## config.mk

```make
export PLATFORM = sky130hd
export DESIGN_NAME = sync_fifo_prog
export DESIGN_NICKNAME = d
export VERILOG_FILES = /design/src/rtl/sync_fifo_prog.sv
export SDC_FILE = /design/constraint.sdc
export NUM_CORES = 1
export LEC_CHECK = 0
export CAP_MARGIN = 30
export CORE_MARGIN = 2
export CORE_UTILIZATION = 40
export CTS_CLUSTER_DIAMETER = 150
export DETAILED_ROUTE_END_ITERATION = 10
export PLACE_DENSITY = 0.67
export SLEW_MARGIN = 5
export SYNTH_ARGS = -nofsm -noshare
export SYNTH_HDL_FRONTEND = slang
export SYNTH_SLANG_ARGS = --single-unit
```

## constraint.sdc

```tcl
create_clock -name clk -period 2.85 [get_ports clk]
set_clock_uncertainty 0.15 [all_clocks]
set_input_delay 0.7125 -clock clk [delete_from_list [all_inputs] [get_ports clk]]
set_output_delay 0.7125 -clock clk [all_outputs]
set_load 0.02 [all_outputs]
```

## src/rtl/sync_fifo_prog.sv

```systemverilog
// -----------------------------------------------------------------------------
// sync_fifo_prog
//   Parameterised single-clock FIFO used as a rate-matching buffer between a
//   producer and a consumer in the same clock domain. Provides runtime
//   programmable almost-full / almost-empty thresholds, a synchronous flush,
//   one-cycle error pulses with sticky copies, and an optional
//   first-word-fall-through read mode selected by the FWFT_EN macro.
//
//   Compile-time option:
//     FWFT_EN  defined   : data_out shows the head word whenever !empty,
//                          valid = !empty, rd_en pops the shown word.
//              undefined : registered read, data_out/valid update one cycle
//                          after an accepted rd_en.
//
//   Ports:
//     clk, rst            rising-edge clock, asynchronous active-high reset
//     wr_en, data_in      write request and data
//     rd_en               read (pop) request
//     data_out, valid     read data and its qualifier
//     flush               synchronous empty request (highest priority after rst)
//     thr_wr              load ae_thr_in / af_thr_in into the threshold registers
//     ae_thr_in,af_thr_in new almost-empty / almost-full thresholds
//     err_clr             clear sticky error flags
//     count               stored words, 0..DEPTH
//     empty, almost_empty, full, almost_full   level flags from count
//     overflow, underflow one-cycle pulses for rejected write / read
//     ovf_sticky, unf_sticky  latched error flags
//
//   Handshake: a write is taken on a rising edge when wr_en is high and the
//   FIFO has room (not full, or a read is taken on the same edge). A read is
//   taken when rd_en is high and the FIFO is not empty. Requests that cannot
//   be taken are dropped and reported through overflow/underflow; there is
//   no back-pressure other than the full/empty flags.
// -----------------------------------------------------------------------------
module sync_fifo_prog #(
   parameter int DATA_WIDTH = 8,
   parameter int ADDR_WIDTH = 5,
   parameter int AE_RESET   = 2,
   parameter int AF_RESET   = 30
) (
   input  logic                  clk,
   input  logic                  rst,
   input  logic                  wr_en,
   input  logic [DATA_WIDTH-1:0] data_in,
   input  logic                  rd_en,
   output logic [DATA_WIDTH-1:0] data_out,
   input  logic                  flush,
   input  logic                  thr_wr,
   input  logic [ADDR_WIDTH:0]   ae_thr_in,
   input  logic [ADDR_WIDTH:0]   af_thr_in,
   input  logic                  err_clr,
   output logic [ADDR_WIDTH:0]   count,
   output logic                  empty,
   output logic                  almost_empty,
   output logic                  full,
   output logic                  almost_full,
   output logic                  valid,
   output logic                  overflow,
   output logic                  underflow,
   output logic                  ovf_sticky,
   output logic                  unf_sticky
);

   localparam int CW    = ADDR_WIDTH + 1;
   localparam int DEPTH = 2 ** ADDR_WIDTH;
   localparam logic [ADDR_WIDTH:0] DEPTH_CNT = CW'(DEPTH);

   logic [DATA_WIDTH-1:0] mem [DEPTH];
   logic [ADDR_WIDTH-1:0] wr_ptr;
   logic [ADDR_WIDTH-1:0] rd_ptr;
   logic [ADDR_WIDTH:0]   count_q;
   logic [ADDR_WIDTH:0]   ae_thr;
   logic [ADDR_WIDTH:0]   af_thr;
   logic                  rd_accept;
   logic                  wr_accept;
   logic                  ovf_evt;
   logic                  unf_evt;
   logic                  overflow_q;
   logic                  underflow_q;
   logic                  ovf_sticky_q;
   logic                  unf_sticky_q;

   // Flags come straight from the registered count and thresholds.
   assign empty        = (count_q == '0);
   assign full         = (count_q == DEPTH_CNT);
   assign almost_empty = (count_q <= ae_thr);
   assign almost_full  = (count_q >= af_thr);
   assign count        = count_q;

   // A write into a full FIFO is still taken when a read frees a slot on the
   // same edge; the new word lands in the slot being vacated.
   assign rd_accept = rd_en && !empty;
   assign wr_accept = wr_en && (!full || rd_accept);

   // Flush swallows any request in its cycle, so it never reports an error.
   assign ovf_evt = !flush && wr_en && !wr_accept;
   assign unf_evt = !flush && rd_en && !rd_accept;

   always_ff @(posedge clk or posedge rst) begin
      if (rst) begin
         wr_ptr       <= '0;
         rd_ptr       <= '0;
         count_q      <= '0;
         overflow_q   <= 1'b0;
         underflow_q  <= 1'b0;
         ovf_sticky_q <= 1'b0;
         unf_sticky_q <= 1'b0;
         ae_thr       <= CW'(AE_RESET);
         af_thr       <= CW'(AF_RESET);
      end else begin
         if (flush) begin
            wr_ptr  <= '0;
            rd_ptr  <= '0;
            count_q <= '0;
         end else begin
            if (wr_accept) wr_ptr <= wr_ptr + ADDR_WIDTH'(1);
            if (rd_accept) rd_ptr <= rd_ptr + ADDR_WIDTH'(1);
            if (wr_accept && !rd_accept)
               count_q <= count_q + CW'(1);
            else if (rd_accept && !wr_accept)
               count_q <= count_q - CW'(1);
         end

         overflow_q  <= ovf_evt;
         underflow_q <= unf_evt;

         // A new error wins over a clear issued in the same cycle.
         if (ovf_evt)      ovf_sticky_q <= 1'b1;
         else if (err_clr) ovf_sticky_q <= 1'b0;
         if (unf_evt)      unf_sticky_q <= 1'b1;
         else if (err_clr) unf_sticky_q <= 1'b0;

         if (thr_wr) begin
            ae_thr <= ae_thr_in;
            af_thr <= af_thr_in;
         end
      end
   end

   // Storage has no reset; contents are meaningless once the pointers clear.
   always_ff @(posedge clk) begin
      if (wr_accept && !flush)
         mem[wr_ptr] <= data_in;
   end

   assign overflow   = overflow_q;
   assign underflow  = underflow_q;
   assign ovf_sticky = ovf_sticky_q;
   assign unf_sticky = unf_sticky_q;

`ifdef FWFT_EN
   // hold_q tracks the word on display so data_out keeps its last value once
   // the FIFO runs empty (including after a flush).
   logic [DATA_WIDTH-1:0] hold_q;

   always_ff @(posedge clk or posedge rst) begin
      if (rst)
         hold_q <= '0;
      else if (!empty)
         hold_q <= mem[rd_ptr];
   end

   assign data_out = empty ? hold_q : mem[rd_ptr];
   assign valid    = !empty;
`else
   logic [DATA_WIDTH-1:0] data_q;
   logic                  valid_q;

   always_ff @(posedge clk or posedge rst) begin
      if (rst) begin
         data_q  <= '0;
         valid_q <= 1'b0;
      end else if (flush) begin
         valid_q <= 1'b0;
      end else begin
         valid_q <= rd_accept;
         if (rd_accept)
            data_q <= mem[rd_ptr];
      end
   end

   assign data_out = data_q;
   assign valid    = valid_q;
`endif

endmodule

```

**Yosys cells after proc, flatten, opt, wreduce, memory -nomap -nowiden**

Memory sizes are Yosys's and may differ from the RTL's. A register that Yosys moved wholly into a read port is not among the register bits.
Index checks and enable logic that the tools add are counted.
Widths: inputs -> output; s select.

- Register bits: 33
- Memory bits (writable): 256
- Input bits: 27
- Output and inout bits: 23
- Logic and storage cells: 54
- Memories: 1

- $add $sub $neg: 4
- Magnitude comparators: 2
- Equal/unequal tests: 1
- Multiplexer cells: 13
- Bitwise operators: 1
- Reduce and logical (&&, ||, !) cells: 22

Memories:

| memory | depth | bits a word | rd ports | clocked after memory_dff | write ports | line | RTL |
|---|---|---|---|---|---|---|---|
| mem | 32 | 8 | 1 | 1 | 1 | 68 | `logic [DATA_WIDTH-1:0] mem [DEPTH];` |

Operators with widths:

| cell | number |
|---|---|
| $mux 5 | 4 |
| $mux 6 | 3 |
| $add 5x1->5 const B | 2 |
| $logic_and 1x1->1 | 9 |
| $reduce_bool 2->1 | 4 |
| $add 6x1->6 const B | 1 |
| $eq 6x6->1 const B | 1 |
| $ge 6x6->1 | 1 |
| $le 6x6->1 | 1 |
| $logic_not 6->1 | 1 |
| $mux 1 | 6 |
| $sub 6x1->6 const B | 1 |
| $logic_not 1->1 | 5 |
| $reduce_bool 3->1 | 1 |
| $reduce_and 2->1 | 1 |
| $logic_or 1x1->1 | 1 |
| $not 1->1 | 1 |

**Logic depth before layout (Yosys ltp)**

- Depth after elaboration: 10
- Mapped depth: 10
- Depth with buffers taken out: 10

**Worst setup path after synthesis**

OpenSTA, ideal clock, no wires.

- Path type: register to register
- Start point: register count_q[0], in the netlist count[0]
- End point: register count_q[5], in the netlist count[5]
- Setup time: 141 ps
- Arrival time: 2,820 ps
- Required time: 2,559 ps
- Path slack: -261 ps
- Cell stages (with the launch flop): 10
- Buffers on the path: 0
- Period minus slack after synthesis: 3,111 ps
- Path through: dfrtp_1 -> or4_4 -> o31a_1 -> or2_2 -> ha_1 -> a211oi_1 -> o21bai_1 -> a21oi_1 -> a21boi_0 -> nor3_1

- Longest elaborated chain between the ends: 8
- Elaborated cells between the ends (all ways): 17
- Classes of those cells: add/sub: 2; eq/ne: 1; mux: 3; reduce/logical: 11

RTL lines:

| what | line | RTL |
|---|---|---|
| start, declared | 71 | `logic [ADDR_WIDTH:0] count_q;` |
| start signal, assigned | 119 | `count_q <= count_q + CW'(1);` |
| start signal, assigned | 121 | `count_q <= count_q - CW'(1);` |
| branches (longest 8 deep; another with $sub 6x1->6) | - |  |

Parallel ways; which one is timed is not known. The select of a mux whose other input is x is not followed.
A chain may end at the register's enable or synchronous reset.

**Worst setup path in the final report**

- Start point: register ae_thr[1]
- End point: output almost_empty

- Longest elaborated chain between the ends: 1

RTL lines:

| what | line | RTL |
|---|---|---|
| start, declared | 72 | `logic [ADDR_WIDTH:0] ae_thr;` |
| start signal, assigned | 108 | `ae_thr <= CW'(AE_RESET);` |
| start signal, assigned | 134 | `ae_thr <= ae_thr_in;` |
| $le 6x6->1 | 86 | `assign almost_empty = (count_q <= ae_thr);` |
| end, declared | 54 | `output logic almost_empty,` |

No other way between the ends.

==> run summary <==
The run finished, with violations left. The checks that failed: negative setup slack. The average size of a mapped cell works out to 18.4 sq um. The most common cell after layout, fill and taps aside is sky130_fd_sc_hd__edfxtp_1.

Counting buffers and inverters, the worst setup path is 8 cells deep. The floorplan step defined a die boundary enclosing 31,800 sq um. The total number of vias was 6,333. The internal portion of the total power is 8.88 mW.

The height of the die was 178 um. The analysis attributes to net switching a power of 3.09 mW. The antenna diode count came out at 0.

The initial utilization of the core area, before any placement, comes to 40.8%. TritonCTS built the clock tree. Summed over all cells, the static leakage comes to 4.93 nW. The endpoint of the worst setup timing path is almost_empty.

The cell row count came out at 63. Library cell occupying the most area in the post-synthesis netlist: sky130_fd_sc_hd__edfxtp_1. For the worst-skew pair, the clock arrives at the later sink with an insertion delay of 0.57 ns. The area growth from synthesis to layout is 21.4%.

In this run the biggest area consumer among cell types represents 63.2% of the synthesized area. The number of cells on the worst reg-to-reg path is 10. The finished layout holds 1,181 standard cells, fillers aside. The arithmetic-cell share of the synthesized area counting full adders, half adders and majority gates works out to 2.33%.

The run gives 0 as the number of slew-limit violations in the final report. Setup repair after global routing could not meet its margin everywhere. Setup violations remaining at the end of the flow were counted as 6. The tools report the detailed-placement wirelength estimate as 15,700 um. Including well taps, the total number of placed cells is 1,118.

The fraction of the mapped netlist area in simple logic gates is 4.27%, and the clock network fraction of total power is 35.3%. The signal on the critical path passes through inv_2 > ha_4 > nor2b_4 > o21a_1 > o21a_1 > o21ai_1 > a21o_1 > buf_6. The worst setup path is captured at a primary output. Once placement finished, the instance area stood at 13,400 sq um. For the worst setup path, the data required time is 1.99 ns. The run gives 0.000574 V as the worst supply voltage drop on vdd. The core outline area is 29,800 sq um. The tools report the number of distinct library cells after synthesis as 48. The net count of the mapped netlist was 708; the number of hold buffers added after cts was 0. At the end of routability-driven placement, the weighted congestion stood at 0.795. The number of buffer cells added on primary ports is 49, and the maximum number of buffers from clock root to sink is 3. The worst setup path is launched from a flop. Total power density per cell area: 811 nW/um^2. Grouping stages by cell kind, the critical path spends the most delay in compound AO/OA/AOI/OAI gates.

By startpoint and endpoint, the worst setup path is classified as flop to primary output. Per report_power, the sequential group accounts for 42.7% of the total. Counting every instance in the synthesized netlist gives 659.

Of all nets on the critical path, the largest fanout is 2. The first TritonRoute pass finished after 5 iterations. The library cells used most frequently in the layout, excluding fill and tap cells, are 256 x sky130_fd_sc_hd__edfxtp_1, 64 x sky130_fd_sc_hd__mux4_2, 54 x sky130_fd_sc_hd__buf_4, 45 x sky130_fd_sc_hd__clkdlybuf4s50_1, 43 x sky130_fd_sc_hd__nor2_1. The tools report the final-stage net count as 818. After synthesis, flip-flops and latches occupy 71.7% of the total area.

For the number of antenna violations at the first check in global routing, the log shows 0. After routing the design area is 14,800 sq um. The share of synthesized registers carrying an async set or reset was 13.8%; the data arrival at the endpoint of the critical path was 2.14 ns.

The tools report the clock root buffer as sky130_fd_sc_hd__clkbuf_16. After detailed routing, the number of remaining DRC violations is 0. After synthesis, the largest family of logic cells by area is multiplexers. Clock-pin slew was measured on the worst setup and hold paths at 0.06 ns. The utilization after layout is 49.5%, and the average via count per standard cell is 5.36. The setup check on the worst reg-to-reg path leaves a slack of -0.15 ns.

The setup slack of the critical path after layout is -0.154 ns, and the fraction of power consumed by combinational cells is 22.0%. The share of the synthesized netlist area taken by xor and xnor gates works out to 0.504%. The layout has 2,445 filler cells.

During synthesis, Yosys emitted a total of 0 warnings. The synthesized-area fraction occupied by ao, oa, aoi and oai cells works out to 3.73%. The first global-routing pass estimated 38,400 um of wire.

Pin count of the biggest net entering global routing: 33. The most used flip-flop cell after synthesis is sky130_fd_sc_hd__edfxtp_1. The cell area that synthesis handed to floorplanning was 12,200 sq um. The number of buffers created by CTS was 30; the total wire length after detailed routing was 25,300 um. For this design the top-level I/O count stands at 50.

From left edge to right edge, the die measures 178 um. For this run, the top clock speed supported by timing is 0.333 GHz. For the number of levels in the clock H-tree, the log shows 1.

In the post-synthesis netlist, the biggest area contributors are sky130_fd_sc_hd__edfxtp_1 63%, sky130_fd_sc_hd__mux4_2 12%, sky130_fd_sc_hd__dfrtp_1 7.4%, sky130_fd_sc_hd__mux2_2 2.9%, sky130_fd_sc_hd__ha_1 2.2%. The tools report the first element of the critical path as ae_thr[1]$_DFFE_PP1P_. The type of the most critical hold path is primary input to async pin. The portion of netlist area occupied by mux cells is 15.6%. The cell type with the highest occurrence count on the critical path is sky130_fd_sc_hd__o21a_1. The worst pin sits at a relative slew slack of 45.9%. Of the total power, the share spent switching nets is 25.8%. The tools report the overall power as 12.0 mW. The critical path's slowest cell was sky130_fd_sc_hd__dfstp_2. Of the available clock period, the critical path in the final layout requires 105%.

The number of enable flip-flop cells after synthesis works out to 256. Global routing used 16.1% of the available tracks across all layers. Clock net sink count: 297. The number of synthesized register bits is 297. Number of global-route vias before repair: 6,348.

In this design, the stage delay of the slowest critical-path cell is 0.52 ns. At the pin with the least slew margin, the transition time is 0.808 ns. Max-cap violations in this run came to 0. The remaining antenna violation count after routing is 0. In the final layout, the share of cells above drive strength 1 is 33.8%. Adding up every negative setup slack in the final design gives -0.569 ns. Counting I/O delays and the setup requirement, the final critical path takes 3.00 ns. In this run the critical register-to-register path is captured at count[4]$_DFFE_PP0P_.

After detailed routing, the average wire length per cell comes to 21.4 um. The number of buffer and inverter instances along the worst setup path was 2; the number of hold violations in the final report was 0. The first routing iteration left 528 violations. After global routing the overflow that remains totals 0. The launch instance of the worst register-to-register path was count[0]$_DFFE_PP0P_.
==> synth_stat cells, types with 2 or more instances <==
master and n:
sky130_fd_sc_hd__mux4_2 64, sky130_fd_sc_hd__o22ai_1 17, sky130_fd_sc_hd__mux2i_1 10, sky130_fd_sc_hd__nor2b_1 3, sky130_fd_sc_hd__dfrtp_1 36, sky130_fd_sc_hd__buf_4 4
sky130_fd_sc_hd__xnor2_1 3, sky130_fd_sc_hd__a211oi_1 10, sky130_fd_sc_hd__buf_2 15, sky130_fd_sc_hd__or3_1 3, sky130_fd_sc_hd__nand2_2 2, sky130_fd_sc_hd__o21a_1 4
sky130_fd_sc_hd__edfxtp_1 256, sky130_fd_sc_hd__inv_1 21, sky130_fd_sc_hd__xor2_1 4, sky130_fd_sc_hd__a21oi_1 6, sky130_fd_sc_hd__o21ai_0 16, sky130_fd_sc_hd__a21o_1 6
sky130_fd_sc_hd__dfstp_2 5, sky130_fd_sc_hd__nand2_1 21, sky130_fd_sc_hd__nand3_1 4, sky130_fd_sc_hd__nand3b_1 2, sky130_fd_sc_hd__nor2_1 49, sky130_fd_sc_hd__or2_2 4
sky130_fd_sc_hd__clkbuf_1 11, sky130_fd_sc_hd__nand4_1 3, sky130_fd_sc_hd__mux2_2 31, sky130_fd_sc_hd__nand2b_1 4, sky130_fd_sc_hd__nor3_1 6, sky130_fd_sc_hd__ha_1 21
==> registers in the layout, summed over array words and instances (netlist names), 5 cells and up <==
| name | flops |
|---|---|
| wr_ptr | 5 |
| rd_ptr | 5 |
| count | 6 |
| data_out | 8 |
| mem | 256 |
| ae_thr | 6 |
| af_thr | 6 |
==> power by group through the flow <==
stage               registers (mW)  logic [mW]  clock network (mW)
floorplan                     5.20        1.42                   0
global placement              5.20        2.35                   0
detailed placement            5.20        2.38                   0
CTS                           5.12        2.53                4.28
global route                  5.14        2.84                4.48
finish                        5.11        2.63                4.23
==> stage by stage <==
step / hold slack, ns / setup slack [ns]
2_1_floorplan: 0.313 / -0.142
3_3_place_gp: 0.317 / -0.303
3_5_place_dp: 0.327 / -0.346
4_1_cts: 0.308 / -0.187
5_1_grt: 0.336 / -0.230
6_report: 0.308 / -0.154
==> how the worst min path moves through the flow <==
stage / end / cells past startpoint
finish: ae_thr[2]$_DFFE_PP0P_ / 2
global route: ae_thr[2]$_DFFE_PP0P_ / 2
CTS: af_thr[0]$_DFFE_PP0P_ / 2
detailed placement: unf_sticky$_DFFE_PP0P_ / 1
global placement: ovf_sticky$_DFFE_PP0P_ / 1
floorplan: ae_thr[1]$_DFFE_PP1P_ / 2
==> routing by layer <==
layer  vias up  wire, um  global-route usage [%]
li1       2824         -                       -
met1      3294     11400                    23.2
met2       180     12300                    26.2
met3        35      1240                    2.47
met4         0       447                    3.56
met5         -         0                       0
==> what timing repair did <==
item                                    in CTS  in global routing
pin swaps                                   11                 13
setup buffers                                4                  5
endpoints found under the setup margin       7                 10
gates resized for setup                     45                 22
==> final cells by class <==
type | count | area (sq um) | share of cell area, %
multi-input combinational | 310 | 3390 | 23.0
clock inverter | 18 | 269 | 1.82
sequential | 297 | 8730 | 59.2
clock buffer | 36 | 813 | 5.51
tap | 390 | 488 | 3.31
timing repair buffer | 109 | 986 | 6.68
inverter | 21 | 78.8 | 0.534
==> cells by family after synthesis <==
kind of cell,Yosys count
mux,105
flops,297
buf+inv,52
simple gates,109
xor+xnor,7
compound gates,67
fa+ha+maj,22
No activity file was read; power rests on OpenSTA's default activity.
